`config.mk`:
```
export PLATFORM = sky130hd
export DESIGN_NAME = source_sequencer
export DESIGN_NICKNAME = d
export VERILOG_FILES = /design/src/rtl/source_sequencer.sv
export SDC_FILE = /design/constraint.sdc
export NUM_CORES = 1
export LEC_CHECK = 0
export BUFFER_PORTS_ARGS = -buffer_cell sky130_fd_sc_hd__buf_2
export CORE_ASPECT_RATIO = 1.2
export CORE_MARGIN = 2
export CORE_UTILIZATION = 49
export DETAILED_ROUTE_END_ITERATION = 12
export PLACE_DENSITY = 0.86
export SYNTH_ARGS = -nofsm -noshare
export SYNTH_HDL_FRONTEND = slang
export SYNTH_SLANG_ARGS = --single-unit
```
`constraint.sdc`:
```
create_clock -name clk -period 6 [get_ports clk]
set_clock_uncertainty 0.15 [all_clocks]
set_input_delay 0.9 -clock clk [delete_from_list [all_inputs] [get_ports clk]]
set_output_delay 0.9 -clock clk [all_outputs]
set_load 0.005 [all_outputs]
```
`src/rtl/source_sequencer.sv`:
```
// source_sequencer: turns SPIKE/RUN/CLEAR/SYNC commands into network packets
//
// Optional feature macro: SRC_SEQ_STATS_EN (saturating emitted-packet counter on pkt_count).
//
// Ports:
//   clk, rst              single rising-edge clock, synchronous active-high reset
//   cmd_valid/cmd_ready   command handshake; commands are accepted only in IDLE
//   cmd_op                0 SPIKE, 1 RUN, 2 CLEAR, 3 SYNC
//   cmd_arg               RUN repeat count
//   cmd_chg               SPIKE charges, input 0 most significant
//   pkt_valid/pkt_ready   packet handshake towards the network source
//   pkt                   {SNC, CLR, charges}
//   busy                  high whenever a command is in progress
//   run_left              packets remaining in the current RUN, 0 otherwise
//   pkt_count             emitted-packet statistic (0 when stats are disabled)
module source_sequencer #(
    parameter int NUM_INP = 4,
    parameter int CHARGE_WIDTH = 8,
    parameter int RUN_WIDTH = 16,
    localparam int PKT_WIDTH = 2 + NUM_INP * CHARGE_WIDTH
) (
    input  logic                            clk,
    input  logic                            rst,
    input  logic                            cmd_valid,
    output logic                            cmd_ready,
    input  logic [1:0]                      cmd_op,
    input  logic [RUN_WIDTH-1:0]            cmd_arg,
    input  logic [NUM_INP*CHARGE_WIDTH-1:0] cmd_chg,
    output logic                            pkt_valid,
    input  logic                            pkt_ready,
    output logic [PKT_WIDTH-1:0]            pkt,
    output logic                            busy,
    output logic [RUN_WIDTH-1:0]            run_left,
    output logic [31:0]                     pkt_count
);
    typedef enum logic [1:0] {IDLE, EMIT, RUN} state_e;
    localparam logic [1:0] OP_SPIKE = 2'd0;
    localparam logic [1:0] OP_RUN   = 2'd1;
    localparam logic [1:0] OP_CLEAR = 2'd2;
    localparam logic [1:0] OP_SYNC  = 2'd3;
    state_e                 state_q, state_d;
    logic [PKT_WIDTH-1:0]   pkt_q, pkt_d;
    logic [RUN_WIDTH-1:0]   run_left_q, run_left_d;
    assign cmd_ready = state_q == IDLE;
    assign pkt_valid = state_q != IDLE;
    assign busy      = state_q != IDLE;
    assign pkt       = pkt_q;
    assign run_left  = run_left_q;
    always_ff @(posedge clk) begin
        if (rst) begin
            state_q    <= IDLE;
            pkt_q      <= '0;
            run_left_q <= '0;
        end else begin
            state_q    <= state_d;
            pkt_q      <= pkt_d;
            run_left_q <= run_left_d;
        end
    end
    always_comb begin
        state_d    = state_q;
        pkt_d      = pkt_q;
        run_left_d = run_left_q;
        case (state_q)
            IDLE: begin
                if (cmd_valid) begin
                    if (cmd_op == OP_RUN) begin
                        // a zero-length RUN is consumed without leaving IDLE
                        if (cmd_arg != '0) begin
                            state_d    = RUN;
                            pkt_d      = '0;
                            run_left_d = cmd_arg;
                        end
                    end else begin
                        state_d = EMIT;
                        pkt_d   = {cmd_op == OP_SYNC, cmd_op == OP_CLEAR,
                                   cmd_op == OP_SPIKE ? cmd_chg : '0};
                    end
                end
            end
            EMIT: begin
                if (pkt_ready) state_d = IDLE;
            end
            RUN: begin
                if (pkt_ready) begin
                    run_left_d = run_left_q - RUN_WIDTH'(1);
                    if (run_left_q == RUN_WIDTH'(1)) state_d = IDLE;
                end
            end
            default: state_d = IDLE;
        endcase
    end
`ifdef SRC_SEQ_STATS_EN
    logic [31:0] pkt_count_q;
    always_ff @(posedge clk) begin
        if (rst) pkt_count_q <= '0;
        else if (pkt_valid && pkt_ready && pkt_count_q != '1) pkt_count_q <= pkt_count_q + 32'd1;
    end
    assign pkt_count = pkt_count_q;
`else
    assign pkt_count = '0;
`endif
endmodule

```
* Word-level counts from Yosys, hierarchy flattened
Index checks and enable logic that the tools add are counted.
** Word-level totals
- Input bits :: 54
- Register bits after elaboration :: 52
- Word-level logic and storage cells :: 41
- Output and inout bits :: 85
** Operators by class
- Equal/unequal tests :: 14
- Add/subtract/negate cells :: 1
- Muxes and demuxes :: 15
- Reduce and logical (&&, ||, !) cells :: 8
** Operator list (number)
- two-way mux 34 bit :: 2
- two-way mux 16 bit :: 4
- two-way mux 32 bit :: 1
- one-hot mux 16 bit (2 select lines) :: 1
- equality test 16 x 1 -> 1 bit (second input constant) :: 1
- nonzero test 16 bit :: 1
- subtractor 16 x 1 -> 16 bit (second input constant) :: 1
- two-way mux 2 bit :: 6
- AND reduction 5 bit :: 2
- inequality test 2 bit (second input constant) :: 4
- equality test 2 bit (second input constant) :: 3
- inequality test 2 x 1 -> 1 bit (second input constant) :: 3
- one-hot mux 2 bit (3 select lines) :: 1
- equality test 2 x 1 -> 1 bit (second input constant) :: 2
- zero test 2 bit :: 2
- nonzero test 2 bit :: 2
- inequality test 3 x 2 -> 1 bit (second input constant) :: 1
- AND reduction 3 bit :: 1

* Logic depth before layout (Yosys ltp)
- Word-level depth :: 5
- Depth in mapped cells :: 8
- Depth with buffers taken out :: 7

* Worst setup path before layout
No wires, ideal clock.
- Kind :: input -> register
- From :: input cmd_arg[3]
- To :: register run_left_q[3], in the netlist run_left[3]
- Path buffers :: 1
- Data arrival time :: 2.211 ns
- Setup time :: 0.135 ns
- Data required time :: 5.715 ns
- Slack :: 3.504 ns
- Stages on the path :: 6
- Path through :: nor4_1 nand4_1 o21ai_0 clkbuf_1 mux2i_1 o21ai_0
** Between the ends
- Longest elaborated chain between the ends :: 4
- Elaborated cells on any way between the ends :: 7
- Those cells by class :: 1 x eq/ne; 4 x mux; 2 x reduce/logical
** RTL lines
- from (decl) :: line 27 : input logic [RUN_WIDTH-1:0] cmd_arg,
- branches (longest 4 deep; another with nonzero test 16 bit)
- to (signal assigned) :: line 57 : run_left_q <= run_left_d;
- to (decl) :: line 43 : logic [RUN_WIDTH-1:0] run_left_q, run_left_d;
Several ways; the timed one is not identified. The select of a mux whose other input is x is not followed.
A chain may end at the register's enable or synchronous reset.

* Final worst setup path
- From :: input cmd_arg[11]
- To :: register pkt_q[31], in the netlist pkt[31]
** Between the ends
- Longest elaborated chain between the ends :: 3
** RTL lines
- nonzero test 16 bit :: line 69 : if (cmd_arg != '0) begin
- inequality test 2 x 1 -> 1 bit (no source line)
- AND reduction 3 bit (no source line)
- to (signal assigned) :: line 56 : pkt_q <= pkt_d;
- to (decl) :: line 42 : logic [PKT_WIDTH-1:0] pkt_q, pkt_d;
No other way between the ends.

==> run_results.csv <==
group,metric,value,unit
outcome,status,"completed",
finish,syn_to_final_growth,19.6,%
synthesis,synth_top_area_frac,0.380,
clock_network,cts_tree,"built",
timing,min_period,2.56,ns
floorplanning,die_width,72.2,um
finish,ff_latch_area,1040,um^2
worst_setup_path,end_kind,"register",
worst_setup_path,required,6.01,ns
clock_network,ctsResizeCount,0,
placed_design,port_buffers,106,
clock_network,post-cts-setup-buffers,0,
worst_setup_path,regToRegStartpoint,"run_left[7]",
power,p_sw_frac,0.279,
drt,vias,2618,
floorplanning,start_util,0.513,
power,p_leak,1.49,nW
power,p_sw,0.217,mW
timing,maxSlewViolCount,0,
power,power_frac_seq,0.479,
clock_network,clk_pin_slew,0.10,ns
synthesis,synth-seq-cells,52,
floorplanning,io_pins,139,
finish,fin_cells,496,
clock_network,cts_root_buf,"clkbuf_8",
clock_network,ctsHoldBuffers,0,
power,powerDensity,237,nW/um^2
worst_setup_path,critPathLaunchType,"input port",
finish,nFillCells,500,
timing,setup_violations,0,
finish,multi_input_area,1470,um^2
synthesis,yosysUniqueCellTypes,47,
synthesis,ys.flop_type,"dfxtp_1",
clock_network,clk_latency,0.30,ns
drt,dr.pass1.iters,4,
clock_network,cts.sinks,52,
timing,tightestPinTransition,0.976,ns
synthesis,yosysTopAreaCell,"dfxtp_1",
grt,grt_pass1_wl,10.3,mm
timing,fin_setup_tns,0,ns
power,power_frac_comb,0.194,
synthesis,netlist_instances,342,
timing,relSlewSlack,0.349,
finish,n_antenna_cell,0,
hold_path,hold_path.class,"register to register",
power,clockPowerShare,0.327,
drt,drc_errors,0,
placed_design,gp_congestion,0.890,
floorplanning,dieArea,6200,um^2
hold_path,min_from,"pkt[19]",
drt,drtAntennaViolNets,0,
finish,drive_gt1_frac,0.290,
worst_setup_path,worstPathArrival,2.57,ns
floorplanning,rows,29,
grt,track_usage,0.205,
finish,finalNetCount,489,
synthesis,synth-edff-count,0,
drt,wirelength,6.47,mm
synthesis,synth_area_leaders,"dfxtp_1 (38%), buf_4 (9.0%), nand2b_1 (8.9%)",
synthesis,avgSynthCellArea,8.00,um^2
clock_network,htreeDepth,2,
worst_setup_path,worst-path-max-fanout,65,
power,intPower,0.561,mW
job,cap_violations,0,
placed_design,dp_cells,488,
placed_design,dp_hpwl,4.75,mm
clock_network,cts_made_buffers,5,
synthesis,yosys_warnings,0,
timing,fin_crit_sh,0.427,
clock_network,cts_buffer_depth,2,
timing,fmax,390,MHz
grt,grt_overflow_total,0,
floorplanning,core-area,5330,um^2
drt,wl_per_cell,13.1,um
drt,drtIter0Drc,109,
grt,antenna_found_initial,0,
synthesis,async_reset_ff_frac,0,
power,peakVddDrop,0.000125,V
grt,grt_pass1_vias,2330,
synthesis,yosysSeqAreaShare,0.380,
floorplanning,die_h,85.9,um
timing,hold_viol_final,0,
synthesis,syn-cell-area,2740,um^2
worst_setup_path,path_class,"input port to register",
timing,rsz0062_at_grt,"no",
worst_setup_path,critPathLaunch,"cmd_arg[11]",
drt,avgViaCountPerCell,5.28,
grt,grt_max_degree,66,
area by class of cell:
cell class | count | share of cell area
sequential | 52 | 0.318
tap | 62 | 0.0237
clock inverter | 2 | 0.0118
inverter | 6 | 0.00688
multi-input combinational | 260 | 0.448
timing repair buffer | 108 | 0.167
clock buffer | 6 | 0.0252
state kept, by name, indices dropped and copies added (netlist names):
name      count
state_q       2
pkt          34
run_left     16
placed cells by master (no fill, tap or decap), types with 2 or more instances in the layout:
cell type,count
a211oi_1,2
a21oi_1,15
a22o_1,3
a2bb2oi_1,2
buf_2,106
buf_4,2
clkbuf_8,6
conb_1,32
dfxtp_1,52
ha_1,2
inv_1,6
mux2i_1,2
nand2_1,9
nand2b_1,39
nand3_1,36
nor2_1,15
nor2b_1,3
nor3_1,9
nor4_1,5
o21ai_0,46
o22ai_1,5
o31ai_1,3
o32ai_1,3
or3_1,3
or4_4,2
xnor2_1,2
cell families (layout without fill, tap and decap cells):
family	Yosys count	after routing	share of synthesized area
simple gates	133	133	0.271
compound gates	88	88	0.192
buf+inv	61	122	0.129
flops	52	52	0.380
xor+xnor	3	3	0.00960
fa+ha+maj	2	2	0.00914
mux	2	2	0.00731
other cells	1	32	0.00137
synth_stat cells (all sizes together) (2+ instances only):
| master | instances |
|---|---|
| nand2b | 39 |
| mux2i | 2 |
| nand3 | 36 |
| nand2 | 9 |
| a211oi | 2 |
| a2111oi | 2 |
| nor3 | 10 |
| buf | 34 |
| ha | 2 |
| a21oi | 15 |
| nor4 | 5 |
| a22o | 3 |
| xnor2 | 2 |
| or4 | 3 |
| nor2b | 3 |
| dfxtp | 52 |
| inv | 6 |
| nor2 | 15 |
| or3 | 5 |
| o21ai | 46 |
| clkbuf | 21 |
| o31ai | 3 |
| a2bb2oi | 2 |
| o32ai | 3 |
| o22ai | 5 |
power by group through the flow:
stage / Clock (mW) / Combinational [mW] / Sequential [mW]
CTS: 0.262 / 0.150 / 0.372
floorplan: 0 / 0.114 / 0.378
detailed placement: 0 / 0.150 / 0.380
global placement: 0 / 0.147 / 0.379
finish: 0.255 / 0.151 / 0.372
global route: 0.272 / 0.169 / 0.375
per-stage QoR:
| stage | setup WS, ns | hold slack [ns] | power, mW | instance area, um^2 | utilization |
|---|---|---|---|---|---|
| final | 3.44 | 0.329 | 0.778 | 3270 | 0.614 |
| after global routing | 3.23 | 0.356 | 0.815 | 3270 | 0.614 |
| after CTS | 3.45 | 0.331 | 0.784 | 3270 | 0.614 |
| after detailed placement | 3.10 | 0.312 | 0.529 | 3150 | 0.591 |
| after global placement | 3.14 | 0.306 | 0.526 | 3150 | 0.591 |
| after floorplan | 3.50 | 0.316 | 0.492 | 2850 | - |
metal layers:
layer | global-route usage | vias to the layer above | share of wire
met2 | 0.343 | 109 | 0.47
met3 | 0.0505 | 12 | 0.086
li1 | - | 1321 | -
met1 | 0.249 | 1176 | 0.43
met5 | 0 | - | 0
met4 | 0.0806 | 0 | 0.020
worst paths after layout:
path	endpoint	slack [ns]	cells after the start
min reg2reg	pkt[19]	0.33	2
max	pkt[31]	3.44	6
min	pkt[19]	0.33	2
max reg2reg	state_q[1]	3.51	5
critical path, stage by stage:
cell     delay [ns]
buf_2          0.10
nor4_1         0.36
nand4_1        0.28
o21a_2         0.60
nand3_1        0.22
o21ai_0        0.10
Power figures use the tool's default switching activity.
